$ cat config.mk
export PLATFORM = sky130hd
export DESIGN_NAME = vme_irq_controller_flat
export DESIGN_NICKNAME = d
export VERILOG_FILES = /design/src/rtl/vme_irq_pkg.sv /design/src/rtl/vme_irq_controller_if.sv /design/src/rtl/vme_irq_prio_enc.sv /design/src/rtl/vme_irq_controller.sv /design/src/flat_wrapper.sv
export SDC_FILE = /design/constraint.sdc
export NUM_CORES = 1
export LEC_CHECK = 0
export ABC_CLOCK_PERIOD_IN_PS = 6700
export BUFFER_PORTS_ARGS = -buffer_cell sky130_fd_sc_hd__buf_4
export CELL_PAD_IN_SITES_DETAIL_PLACEMENT = 1
export CELL_PAD_IN_SITES_GLOBAL_PLACEMENT = 1
export CORE_MARGIN = 5
export CORE_UTILIZATION = 30
export DETAILED_ROUTE_END_ITERATION = 12
export GPL_TIMING_DRIVEN = 0
export PLACE_DENSITY_LB_ADDON = 0.05
export SETUP_SLACK_MARGIN = 0.15
export SYNTH_ARGS = -nofsm -noshare
export SYNTH_HDL_FRONTEND = slang
export SYNTH_SLANG_ARGS = --single-unit
$ cat constraint.sdc
create_clock -name clk_i -period 6.7 [get_ports clk_i]
set_clock_uncertainty 0.2 [all_clocks]
set_input_delay 1.34 -clock clk_i [delete_from_list [all_inputs] [get_ports clk_i]]
set_output_delay 1.34 -clock clk_i [all_outputs]
set_load 0.05 [all_outputs]
$ cat src/rtl/vme_irq_pkg.sv
// Shared types for the VME interrupter: FSM states, IRQ level, latched selection.
package vme_irq_pkg;

  localparam int IRQ_LINES = 7;

  typedef logic [2:0] irq_lvl_t;

  typedef enum logic [2:0] {
    ST_IDLE,
    ST_ARB,
    ST_ASSERT,
    ST_RESPOND,
    ST_RELEASE
  } irq_state_t;

  typedef struct packed {
    irq_lvl_t   lvl;
    logic [7:0] vec;
  } irq_sel_t;

  // Active-low line pattern for one level; level 0 drives nothing.
  function automatic logic [IRQ_LINES-1:0] lvlToIrqN(irq_lvl_t lvl);
    logic [IRQ_LINES-1:0] lines;
    lines = '1;
    if (lvl != 3'd0) lines[lvl - 3'd1] = 1'b0;
    return lines;
  endfunction

endpackage

$ cat src/rtl/vme_irq_controller_if.sv
// VME IACK / IRQ bus between the slave decoder (master) and the interrupter (slave).
interface vme_irq_controller_if;
  import vme_irq_pkg::*;

  logic                 iack_cycle_i;
  irq_lvl_t             iack_level_i;
  logic                 iackin_n_i;
  logic                 iackout_n_o;
  logic [IRQ_LINES-1:0] VME_IRQ_n_o;
  logic [7:0]           vec_o;
  logic                 vec_valid_o;

  modport master (
    output iack_cycle_i, iack_level_i, iackin_n_i,
    input  iackout_n_o, VME_IRQ_n_o, vec_o, vec_valid_o
  );

  modport slave (
    input  iack_cycle_i, iack_level_i, iackin_n_i,
    output iackout_n_o, VME_IRQ_n_o, vec_o, vec_valid_o
  );

endinterface

$ cat src/rtl/vme_irq_prio_enc.sv
// Combinational priority pick: highest level among pending sources, ties to lowest index.
module vme_irq_prio_enc
  import vme_irq_pkg::*;
#(
  parameter int N_SRC = 4,
  parameter int IDX_W = 2
) (
  input  logic [N_SRC-1:0]   pending,
  input  logic [3*N_SRC-1:0] levels,
  output logic [IDX_W-1:0]   winIdx,
  output irq_lvl_t           winLvl,
  output logic               winValid
);

  // Strict '>' keeps the earlier (lower) index on a tie and skips level 0.
  always_comb begin
    winIdx   = '0;
    winLvl   = '0;
    winValid = 1'b0;
    for (int i = 0; i < N_SRC; i++) begin
      if (pending[i] && (levels[3*i +: 3] > winLvl)) begin
        winIdx   = IDX_W'(i);
        winLvl   = levels[3*i +: 3];
        winValid = 1'b1;
      end
    end
  end

endmodule

$ cat src/rtl/vme_irq_controller.sv
// ROAK VME64x interrupter: request edge to IRQ line in 2 cycles, IACK match to vector in 1.
// Define VME_IRQ_TIMEOUT_EN to drop an IRQ left unacknowledged for TIMEOUT_CYCLES cycles.
module vme_irq_controller
  import vme_irq_pkg::*;
#(
  parameter int N_SRC          = 4,
  parameter int TIMEOUT_CYCLES = 65535
) (
  input  logic                 clk_i,
  input  logic                 rst_i,
  input  logic [N_SRC-1:0]     irq_req_i,
  input  logic [3*N_SRC-1:0]   irq_level_i,
  input  logic [8*N_SRC-1:0]   irq_vector_i,
  output logic [N_SRC-1:0]     irq_ack_o,
  output logic                 irq_timeout_o,
  vme_irq_controller_if.slave  vmeBus
);

  localparam int IDX_W = (N_SRC > 1) ? $clog2(N_SRC) : 1;

  irq_state_t           state, stateNext;
  logic [N_SRC-1:0]     reqQ, pending, pendSet, pendClr;
  logic [IDX_W-1:0]     encIdx, selIdx;
  irq_lvl_t             encLvl, lvlNext;
  logic                 encValid;
  logic [7:0]           encVec;
  irq_sel_t             sel;
  logic                 iackLive, lvlMatch, iackHit, timeoutHit;

  logic [IRQ_LINES-1:0] irqNQ, irqNNext;
  logic                 iackoutNQ, iackoutNNext;
  logic [7:0]           vecQ, vecNext;
  logic                 vecValidQ, vecValidNext;
  logic [N_SRC-1:0]     ackQ, ackNext;
  logic                 timeoutQ, timeoutNext;

  vme_irq_prio_enc #(.N_SRC(N_SRC), .IDX_W(IDX_W)) prioEnc (
    .pending  (pending),
    .levels   (irq_level_i),
    .winIdx   (encIdx),
    .winLvl   (encLvl),
    .winValid (encValid)
  );

  assign encVec   = irq_vector_i[8*int'(encIdx) +: 8];
  assign iackLive = vmeBus.iack_cycle_i & ~vmeBus.iackin_n_i;
  assign lvlMatch = (vmeBus.iack_level_i == sel.lvl);
  // Once this IACK has been passed downstream it is never claimed back.
  assign iackHit  = (state == ST_ASSERT) & iackLive & lvlMatch & iackoutNQ;

`ifdef VME_IRQ_TIMEOUT_EN
  localparam logic [15:0] TIMEOUT_LAST = 16'(TIMEOUT_CYCLES - 1);
  logic [15:0] toCnt;

  always_ff @(posedge clk_i) begin
    if (rst_i || state != ST_ASSERT) toCnt <= '0;
    else                             toCnt <= toCnt + 16'd1;
  end

  assign timeoutHit = (state == ST_ASSERT) && (toCnt == TIMEOUT_LAST);
`else
  logic unusedTimeoutCfg;
  assign unusedTimeoutCfg = (TIMEOUT_CYCLES != 0);
  assign timeoutHit       = 1'b0;
`endif

  // Tracks the input through reset too, so a request held across reset is not a new edge.
  always_ff @(posedge clk_i) reqQ <= irq_req_i;

  always_comb begin
    pendSet = '0;
    for (int i = 0; i < N_SRC; i++)
      pendSet[i] = irq_req_i[i] & ~reqQ[i] & (irq_level_i[3*i +: 3] != 3'd0);
  end

  always_comb begin
    pendClr = '0;
    if (state == ST_ARB && !encValid)               pendClr = '1;
    else if (state == ST_ASSERT && (iackHit || timeoutHit)) pendClr[selIdx] = 1'b1;
  end

  always_ff @(posedge clk_i) begin
    if (rst_i) state <= ST_IDLE;
    else       state <= stateNext;
  end

  always_comb begin
    stateNext = state;
    unique case (state)
      ST_IDLE:    if (|pending || |pendSet) stateNext = ST_ARB;
      ST_ARB:     stateNext = encValid ? ST_ASSERT : ST_IDLE;
      ST_ASSERT:  if (iackHit)         stateNext = ST_RESPOND;
                  else if (timeoutHit) stateNext = ST_RELEASE;
      ST_RESPOND: if (!vmeBus.iack_cycle_i) stateNext = ST_RELEASE;
      ST_RELEASE: stateNext = ST_IDLE;
      default:    stateNext = ST_IDLE;
    endcase
  end

  // Next values of the registered outputs; the selection is not latched yet while in ARB.
  always_comb begin
    lvlNext      = (state == ST_ARB) ? encLvl : sel.lvl;
    irqNNext     = (stateNext == ST_ASSERT) ? lvlToIrqN(lvlNext) : '1;
    vecValidNext = (stateNext == ST_RESPOND);
    vecNext      = vecValidNext ? sel.vec : 8'h00;
    ackNext      = '0;
    if (iackHit) ackNext[selIdx] = 1'b1;
    timeoutNext  = (state == ST_ASSERT) && (stateNext == ST_RELEASE);
    iackoutNNext = ~(iackLive &
                     (~iackoutNQ |
                      ~(((state == ST_ASSERT) && lvlMatch) || (state == ST_RESPOND))));
  end

  always_ff @(posedge clk_i) begin
    if (rst_i) begin
      pending   <= '0;
      selIdx    <= '0;
      sel       <= '0;
      irqNQ     <= '1;
      iackoutNQ <= 1'b1;
      vecQ      <= 8'h00;
      vecValidQ <= 1'b0;
      ackQ      <= '0;
      timeoutQ  <= 1'b0;
    end else begin
      pending   <= (pending & ~pendClr) | pendSet;
      if (state == ST_ARB) begin
        selIdx  <= encIdx;
        sel.lvl <= encLvl;
        sel.vec <= encVec;
      end
      irqNQ     <= irqNNext;
      iackoutNQ <= iackoutNNext;
      vecQ      <= vecNext;
      vecValidQ <= vecValidNext;
      ackQ      <= ackNext;
      timeoutQ  <= timeoutNext;
    end
  end

  assign vmeBus.VME_IRQ_n_o = irqNQ;
  assign vmeBus.iackout_n_o = iackoutNQ;
  assign vmeBus.vec_o       = vecQ;
  assign vmeBus.vec_valid_o = vecValidQ;
  assign irq_ack_o          = ackQ;
  assign irq_timeout_o      = timeoutQ;

endmodule

$ cat src/flat_wrapper.sv
// flat-port wrapper written by rule: the top's interface ports become plain ports
module vme_irq_controller_flat import vme_irq_pkg::*;
#(
  parameter int N_SRC          = 4,
  parameter int TIMEOUT_CYCLES = 65535
)
  (clk_i, rst_i, irq_req_i, irq_level_i, irq_vector_i, irq_ack_o, irq_timeout_o, vmeBus_iack_cycle_i, vmeBus_iack_level_i, vmeBus_iackin_n_i, vmeBus_iackout_n_o, vmeBus_VME_IRQ_n_o, vmeBus_vec_o, vmeBus_vec_valid_o);
  vme_irq_controller_if vmeBus_i ();
  input  logic clk_i;
  input  logic rst_i;
  input  logic [N_SRC-1:0] irq_req_i;
  input  logic [3*N_SRC-1:0] irq_level_i;
  input  logic [8*N_SRC-1:0] irq_vector_i;
  output logic [N_SRC-1:0] irq_ack_o;
  output logic irq_timeout_o;
  input wire logic [$bits(vmeBus_i.iack_cycle_i)-1:0] vmeBus_iack_cycle_i;
  input wire logic [$bits(vmeBus_i.iack_level_i)-1:0] vmeBus_iack_level_i;
  input wire logic [$bits(vmeBus_i.iackin_n_i)-1:0] vmeBus_iackin_n_i;
  output wire logic [$bits(vmeBus_i.iackout_n_o)-1:0] vmeBus_iackout_n_o;
  output wire logic [$bits(vmeBus_i.VME_IRQ_n_o)-1:0] vmeBus_VME_IRQ_n_o;
  output wire logic [$bits(vmeBus_i.vec_o)-1:0] vmeBus_vec_o;
  output wire logic [$bits(vmeBus_i.vec_valid_o)-1:0] vmeBus_vec_valid_o;
  assign vmeBus_i.iack_cycle_i = vmeBus_iack_cycle_i;
  assign vmeBus_i.iack_level_i = vmeBus_iack_level_i;
  assign vmeBus_i.iackin_n_i = vmeBus_iackin_n_i;
  assign vmeBus_iackout_n_o = vmeBus_i.iackout_n_o;
  assign vmeBus_VME_IRQ_n_o = vmeBus_i.VME_IRQ_n_o;
  assign vmeBus_vec_o = vmeBus_i.vec_o;
  assign vmeBus_vec_valid_o = vmeBus_i.vec_valid_o;
  vme_irq_controller #(.N_SRC(N_SRC), .TIMEOUT_CYCLES(TIMEOUT_CYCLES)) u_core (.clk_i(clk_i), .rst_i(rst_i), .irq_req_i(irq_req_i), .irq_level_i(irq_level_i), .irq_vector_i(irq_vector_i), .irq_ack_o(irq_ack_o), .irq_timeout_o(irq_timeout_o), .vmeBus(vmeBus_i));
endmodule
-- After elaboration in Yosys (flattened, before gate mapping)
Index checks and enable logic that the tools add are counted.
W data, S select, Z words.
- bits of input ports: 55
- word-level logic and storage cells: 106
- flip-flop bits (word level): 46
- output and inout port bits: 22
- equality and inequality tests: 7
- add/sub/neg operators: 1
- $lt $le $gt $ge: 8
- shift operators: 1
- reductions and logical operators: 24
- bitwise logic cells: 30
- mux-type cells: 23
- operator list (operator ; number):
    $shiftx A32 B6 Y8 ; 1
    $mux W3 ; 8
    $reduce_bool A3 Y1 ; 5
    $and A1 B1 Y1 ; 13
    $eq A3 B2 Y1 const B ; 4
    $not A1 Y1 ; 12
    $pmux W3 S4 ; 1
    $logic_and A1 B1 Y1 ; 10
    $gt A3 B3 Y1 ; 3
    $mux W4 ; 2
    $reduce_or A4 Y1 ; 2
    $mux W1 ; 7
    $not A7 Y7 ; 1
    $mux W2 ; 3
    $and A4 B4 Y4 ; 1
    $lt A3 B4 Y1 const B ; 1
    $not A4 Y4 ; 1
    $or A4 B4 Y4 ; 1
    $reduce_or A2 Y1 ; 2
    $demux W1 S3 ; 1
    $eq A3 B1 Y1 const B ; 1
    $eq A3 B3 Y1 ; 1
    $eq A3 B3 Y1 const B ; 1
    $ge A3 B1 Y1 const B ; 1
    10 further kinds ; 11

-- Longest topological paths before layout
Gate-level depths: netlist of the first run.
- depth after elaboration: 19
- mapped depth: 26
- mapped depth without buffers: 23

-- Modules after synthesis
From an unflattened synthesis of the first run, not the netlist that was laid out.
- cell total of the unflattened synthesis: 232
- area, all modules: 2258.4 um^2
- by module, submodules not included (module ; times used ; sequential area each (um^2) ; cells an instance ; area an instance (um^2)):
    vme_irq_controller ; 1 ; 920.9 ; 182 ; 1848.0
    vme_irq_prio_enc ; 1 ; 0.0 ; 50 ; 410.4

-- Worst setup path after synthesis of the first run
Ideal clock, no wire load.
- path type: input-to-reg
- start point: input irq_level_i[2]
- end point: register u_core.irqNQ[0], in the netlist u_core.vmeBus.VME_IRQ_n_o[0]
- stages: 26
- buffers on the path: 3
- setup slack: 0.579 ns
- data required time: 6.363 ns
- library setup time: 0.137 ns
- arrival time: 5.785 ns
- cells stage by stage: nand2_1 ha_1 a21o_2 o211ai_4 mux2i_1 inv_1 ha_1 nand2b_1 a32oi_2 and2_1 buf_6 o21ai_0 ha_1 inv_1 o21ai_0 and3_1 buf_2 buf_2 a21oi_1 a21o_1 ha_1 ha_1 nor3b_1 o2111ai_1 a31oi_1 o211ai_1
- word-level cells in the longest chain between the ends: 19
- elaborated cells between the ends (all ways): 36
- classes of those cells: add/sub (1); order compare (6); eq/ne (1); mux (14); bitwise (4); reduce/logical (10)
- RTL lines (what ; line ; source):
    from (decl) ; flat_wrapper.sv:12 ; input logic [3*N_SRC-1:0] irq_level_i;
    $gt A3 B1 Y1 ; vme_irq_prio_enc.sv:21 ; if (pending[i] && (levels[3*i +: 3] > winLvl)) begin
    $logic_and A1 B1 Y1 ; vme_irq_prio_enc.sv:21 ;
    $mux W3 ; vme_irq_prio_enc.sv:21 ;
    $gt A3 B3 Y1 ; vme_irq_prio_enc.sv:21 ;
    $logic_and A1 B1 Y1 ; vme_irq_prio_enc.sv:21 ;
    $mux W3 ; vme_irq_prio_enc.sv:21 ;
    $gt A3 B3 Y1 ; vme_irq_prio_enc.sv:21 ;
    $logic_and A1 B1 Y1 ; vme_irq_prio_enc.sv:21 ;
    (+3 left out) ; -- ;
    $mux W3 ; vme_irq_prio_enc.sv:21 ;
    $mux W3 ; vme_irq_controller.sv:102 ; lvlNext = (state == ST_ARB) ? encLvl : sel.lvl;
    $sub A3 B1 Y3 ; vme_irq_pkg.sv:25 ; if (lvl != 3'd0) lines[lvl - 3'd1] = 1'b0;
    $lt A3 B4 Y1 (not written as such) or $ge A3 B1 Y1 (tied branches) ; vme_irq_pkg.sv:25 ;
    $logic_and A1 B1 Y1 (not written as such) ; vme_irq_pkg.sv:25 ;
    $mux W1 (not written as such) ; vme_irq_pkg.sv:25 ;
    $demux W1 S3 ; -- ;
    $not A7 Y7 (no line) ; -- ;
    to (signal assigned) ; vme_irq_controller.sv:132 ; irqNQ <= irqNNext;
    to (decl) ; vme_irq_controller.sv:30 ; logic [IRQ_LINES-1:0] irqNQ, irqNNext;
Parallel ways exist; a longest one is shown, timed or not.
A chain may end at the register's enable or synchronous reset.

-- Worst setup path in the final report of the first run
- start point: input irq_level_i[2]
- end point: register u_core.irqNQ[6], in the netlist u_core.vmeBus.VME_IRQ_n_o[6]
The elaborated chain is that of the path after synthesis.

==> impl_metrics.toml, run 1 <==
[critical_path]
crit_path_start = "irq_level_i[2]"
cp_common_cell = "ha_1"
critPathSlowestCell = "ha_1"
crit_end = "u_core.vmeBus.VME_IRQ_n_o[6]"
r2r-end = "u_core.vmeBus.VME_IRQ_n_o[6]"
end_kind = "flip-flop"
worstSetupStartpointType = "input port"
critical_path.max_stage_delay_ns = 0.32
r2r_setup_slack_ns = 1.07
r2r_cells = 26
worstPathRequired_ns = 6.68
crit_fanout = 10
r2r-start = "u_core.pending[0]"
worstSetupPathType = "input port to flip-flop"
arrival_ns = 6.23

[detailed_routing]
drt-vias-per-instance = 5.12
drtIter0Drc = 34
post-route-drc-count = 0
ant_nets = 0
wirelength_mm = 7.63
vias = 2289
wl_per_cell_microns = 17.1
first_pass_iters = 4

[yosys]
ys.flop_type = "dfxtp_1"
synth_area_sq_um = 2400
netlist_instances = 259
ys_ff_latch = 46
synth_warnings = 0
yosysUniqueCellTypes = 52
synth_nets = 325
synth_edf_count = 0
seq_area_frac_synth_pct = 38.4
synth-async-reset-ratio_pct = 0
syn_avg_cell_area_sq_um = 9.26

[global_route]
grt_max_degree = 14
grt_pass1_wl_mm = 12.0
grt_pass1_vias = 2384
grt_antenna_before_repair = 0
grt.total_usage_pct = 15.3
gr-total-overflow = 0

[clock_tree]
numCtsBuffers = 5
root_buffer = "clkbuf_8"
clock_latency_ns = 0.30
ctsLongestPathBuffers = 2
cts_tree = "yes"
htreeDepth = 2
cts_sinks = 46
clkTransAtPathRegs_ns = 0.09
cts-hold-fix-buffers = 0

[outcome]
status = "completed"

[final_layout]
final_nets = 411
stdcell_area_sq_um = 3270
layout_common_cells = "buf_4, dfxtp_1, o21ai_0, nand2_1, inv_1"
mostFrequentLayoutCell = "buf_4"
multi_input_area_sq_um = 1380
area.sequential_sq_um = 921
insertedDiodeCount = 0
drive_above_1_share_pct = 32.8
layout-area-overhead-vs-synth_pct = 36.6
fillCellCount = 936

[placed_design]
port_buffers = 75
placed_cell_area_sq_um = 3090
place_congestion = 0.752
dpl.hpwl_mm = 5.94

[timing]
max_freq_mhz = 160
worst_pin_slew_ns = 0.676
setup_viol = 0
rsz0062_at_grt = "false"
tns_ns = 0
maxSlewHeadroom_pct = 54.3
period_needed_ns = 6.26
post-route-period-util_pct = 93.4
hold_viol_final = 0
slew_violations = 0

[die]
fp.dieW_microns = 99.4
num_rows = 32
dieArea_sq_um = 9880
core_sq_um = 7770
start_util_pct = 30.9
fp.dieH_microns = 99.4
ios = 77

[pwr]
pwr-share-comb_pct = 31.6
p_seq_share_pct = 40.3
internal-power_mw = 0.519
switching_share_pct = 32.3
cellPowerDensity_nw_per_um2 = 234
switching_power_mw = 0.248
p_leak_nw = 1.40
clkPwrFrac_pct = 28.1
total_power_mw = 0.767
power.ir.vdd_worst_mv = 0.0978

[flow_run]
cap_viol_max_count = 0

[worst_hold_path]
min_path_type = "flip-flop to flip-flop"
routing by layer:
layer | up-vias | part of all wire [%] | global-route usage [%]
met5 | - | 0 | 0
met4 | 0 | 0.66 | 3.47
met3 | 4 | 3.4 | 3.02
met2 | 39 | 49 | 26.0
met1 | 1102 | 47 | 20.0
li1 | 1144 | - | -
through the flow:
stage	instances	hold WS [ns]	setup WS, ns	util, %
2_1_floorplan	259	0.254	0.579	-
3_3_place_gp	436	0.268	-0.292	39.8
3_5_place_dp	436	0.269	-0.397	39.8
4_1_cts	444	0.282	0.181	41.6
5_1_grt	447	0.297	0.112	42.2
6_report	447	0.278	0.442	42.2
registers in the layout (all words and copies together) (netlist names):
name	cells
u_core.state	3
u_core.irq_timeout_o	1
u_core.pending	4
u_core.selIdx	2
u_core.sel	11
u_core.vmeBus.vec_valid_o	1
u_core.reqQ	4
u_core.vmeBus.VME_IRQ_n_o	7
u_core.vmeBus.vec_o	8
u_core.irq_ack_o	4
u_core.vmeBus.iackout_n_o	1
cell families after synthesis:
| logic type | after synthesis | share of synthesized area, % |
|---|---|---|
| mux | 11 | 4.80 |
| simple gates | 75 | 18.0 |
| buf+inv | 27 | 5.27 |
| fa+ha+maj | 11 | 5.74 |
| xor+xnor | 3 | 1.10 |
| compound gates | 85 | 26.6 |
| flops | 46 | 38.4 |
| other cells | 1 | 0.156 |
synth_stat cells (2+ instances only):
master     count  area [sq um]
a211oi_1       3          22.5
a21o_1         3          22.5
a21oi_1        5          25.0
a31oi_1       13          81.3
a41o_1         8          80.1
and2_1         2          12.5
and3b_1        2          17.5
buf_2          5          25.0
clkbuf_1       7          26.3
dfxtp_1       46           921
ha_1          11           138
inv_1         13          48.8
mux2i_1       10           100
nand2_1       18          67.6
nand2b_1       6          37.5
nand3_1        4          20.0
nand3b_1       3          22.5
nand4_1        3          18.8
nor2_1         9          33.8
nor2b_1        2          12.5
nor3_1         7          35.0
nor3b_1        9          67.6
nor4_1         2          12.5
o2111ai_1      3          26.3
o211ai_1       6          45.0
o21a_1         3          22.5
o21ai_0       26           130
o22ai_1        3          18.8
o311ai_0       2          17.5
xnor2_1        3          26.3
repair_timing:
action / in CTS / in global routing
buffers inserted: 1 / 3
pin swaps: 1 / 2
resized for setup: 5 / 10
setup endpoints to repair: 7 / 7
cloned: 0 / 0
cell type report:
cell class | instances | share of cell area [%]
Sequential cell | 46 | 28.1
Clock inverter | 1 | 0.917
Buffer | 14 | 2.87
Timing Repair Buffer | 79 | 18.1
Inverter | 13 | 1.49
Clock buffer | 6 | 2.52
Multi-Input combinational cell | 186 | 42.1
Tap cell | 102 | 3.90
how the worst min path moves through the flow:
stage	depth (start not counted)	slack, ns	startpoint	endpoint
after floorplan	1	0.25	u_core.sel[0]	u_core.vmeBus.vec_o[0]
after global placement	1	0.27	u_core.sel[2]	u_core.vmeBus.vec_o[2]
after detailed placement	1	0.27	u_core.sel[7]	u_core.vmeBus.vec_o[7]
after CTS	1	0.28	u_core.sel[7]	u_core.vmeBus.vec_o[7]
after global routing	1	0.30	u_core.sel[7]	u_core.vmeBus.vec_o[7]
final	1	0.28	u_core.sel[7]	u_core.vmeBus.vec_o[7]
critical path: cells and delay by family:
| kind | cells | cell delay (ns) |
|---|---|---|
| AND/OR/NAND/NOR | 6 | 0.79 |
| adder cells (fa/ha/maj) | 5 | 1.32 |
| multiplexers | 1 | 0.27 |
| AO/OA/AOI/OAI | 10 | 1.88 |
| buffers and inverters | 5 | 0.62 |
power groups by stage:
| stage | registers (mW) | logic [mW] | clock network (mW) |
|---|---|---|---|
| 6_report | 0.309 | 0.242 | 0.215 |
| 3_3_place_gp | 0.316 | 0.224 | 0 |
| 3_5_place_dp | 0.316 | 0.229 | 0 |
| 4_1_cts | 0.310 | 0.233 | 0.219 |
| 5_1_grt | 0.313 | 0.266 | 0.231 |
| 2_1_floorplan | 0.320 | 0.146 | 0 |
(Power assumes the default switching activity.)
==> inputs of run 2 (changes only) <==
Settings changed: ABC_CLOCK_PERIOD_IN_PS 6700 to not set.
Clock period 6.7 ns to 7.1 ns, I/O delays scaled along.
==> run 2 against run 1 <==
Global-route usage is 0.10 points lower. Register-to-register slack better by 0.15 ns. Combinational power is 9.1% lower. Cell area is 1.4% lower. Hold slack better by 0.00053 ns. Sequential share of layout area is 0.40 points higher. Core utilization is 0.60 points lower. Die area stayed put. Total power is 6.7% lower. Critical endpoint unchanged.
==> impl_metrics.toml, run 2 (synthesis gave the netlist of run 1 again) <==
[timing]
worst_pin_slew_ns = 0.693
max_freq_mhz = 152
maxSlewHeadroom_pct = 53.2
setup_viol = 0
period_needed_ns = 6.59
hold_viol_final = 0
rsz0062_at_grt = "false"
post-route-period-util_pct = 92.8
whs_ns = 0.279
slew_violations = 0

[clock_tree]
htreeDepth = 2
ctsLongestPathBuffers = 2
clock_latency_ns = 0.30
cts_tree = "yes"
clkTransAtPathRegs_ns = 0.09
numCtsBuffers = 5
root_buffer = "clkbuf_8"
cts_sinks = 46

[final_layout]
drive_above_1_share_pct = 31.3
mostFrequentLayoutCell = "buf_4"
max_flop_register = "u_core.sel"
layout-area-overhead-vs-synth_pct = 34.7
fin_util_pct = 41.6
multi_input_area_sq_um = 1370
fillCellCount = 938
area.sequential_sq_um = 921
layout_common_cells = "buf_4, dfxtp_1, o21ai_0, nand2_1, inv_1"
insertedDiodeCount = 0
final_nets = 408
largest_register_ffs = 11

[die]
fp.dieH_microns = 99.4
dieArea_sq_um = 9880
ios = 77
start_util_pct = 30.9
num_rows = 32
fp.dieW_microns = 99.4
core_sq_um = 7770

[global_route]
grt_pass1_wl_mm = 11.9
grt.met2_usage_pct = 25.5
grtUsageMet1_pct = 20.1
grt_pass1_vias = 2357
gr-total-overflow = 0
grt_antenna_before_repair = 0
grt.total_usage_pct = 15.2
top_usage_layer = "met2"
grt_max_degree = 14
use_met3_pct = 3.02

[detailed_routing]
post-route-drc-count = 0
wirelength_mm = 7.59
drt-vias-per-instance = 5.10
first_pass_iters = 4
drtIter0Drc = 52
ant_nets = 0
wl_per_cell_microns = 17.1
vias = 2264

[critical_path]
worstSetupPathType = "input port to flip-flop"
arrival_ns = 6.57
r2r-start = "u_core.pending[0]"
worstSetupStartpointType = "input port"
crit_path_start = "irq_level_i[2]"
worstPathRequired_ns = 7.08
crit_fanout = 10
end_kind = "flip-flop"
r2r_cells = 25

[pwr]
p_seq_share_pct = 40.8
p_leak_nw = 1.39
power.ir.vdd_worst_mv = 0.0898
total_power_mw = 0.716
pwr-share-comb_pct = 30.8
internal-power_mw = 0.484
clkPwrFrac_pct = 28.4
switching_power_mw = 0.232
cellPowerDensity_nw_per_um2 = 222
switching_share_pct = 32.4

[placed_design]
port_buffers = 75
place_congestion = 0.752
dpl.hpwl_mm = 5.94

[worst_hold_path]
min_delay_path_depth = 1
holdCritStartpoint = "u_core.sel[7]"
min_path_type = "flip-flop to flip-flop"

[outcome]
status = "completed"

[flow_run]
cap_viol_max_count = 0
run 2: layout make-up:
cell class | instances | area share [%]
repair buffers | 76 | 17.7
flip-flops and latches | 46 | 28.5
multi-input cells | 186 | 42.3
inverters | 13 | 1.51
clock buffers | 6 | 2.56
plain buffers | 14 | 2.52
well taps | 102 | 3.95
clock inverters | 1 | 0.930
run 2: what timing repair did:
item,4_1_cts,5_1_grt
endpoints found under the hold margin,0,0
hold buffers,0,0
setup endpoints to repair,0,7
gates resized for setup,0,6
buffers inserted,0,1
run 2: path summary, 6_finish.rpt:
path	endpoint	slack (ns)
setup reg to reg	u_core.vmeBus.VME_IRQ_n_o[6]	1.22
hold / removal	u_core.vmeBus.vec_o[7]	0.28
hold reg to reg	u_core.vmeBus.vec_o[7]	0.28
setup / recovery	u_core.vmeBus.VME_IRQ_n_o[6]	0.51
run 2: power by group through the flow:
stage | clock network (mW) | registers [mW] | logic, mW
floorplan | 0 | 0.302 | 0.138
global placement | 0 | 0.298 | 0.211
detailed placement | 0 | 0.298 | 0.216
CTS | 0.207 | 0.292 | 0.217
global route | 0.218 | 0.295 | 0.242
finish | 0.203 | 0.292 | 0.220
run 2: routing by layer:
layer  part of all wire [%]  routed length, microns
met1                     48                    3600
met2                     48                    3670
met3                    3.5                     264
met4                   0.69                      52
met5                      0                       0
run 2: stage by stage:
step                      cells  setup WS, ns  area (sq um)  setup TNS [ns]
final                       444         0.513          3230               0
after global routing        444         0.165          3230               0
after CTS                   443         0.230          3200               0
after detailed placement    436       -0.0772          3090          -0.393
after global placement      436        0.0281          3090               0
after floorplan             259         0.899          2400               0
run 2: worst max-delay path, cell delays in order:
cell	delay, ns
buf_4	0.08
nand2_1	0.06
ha_1	0.32
a21o_2	0.24
o211ai_4	0.25
mux2i_1	0.34
inv_1	0.08
ha_1	0.31
a32oi_2	0.30
and2_1	0.19
buf_6	0.16
o21ai_0	0.11
ha_1	0.31
inv_1	0.04
o21ai_0	0.22
and3_1	0.18
buf_2	0.20
clkbuf_4	0.24
a21oi_1	0.11
a21o_1	0.20
ha_1	0.18
ha_1	0.20
nor3_1	0.24
o2111ai_1	0.17
a31oi_2	0.27
o211ai_1	0.14
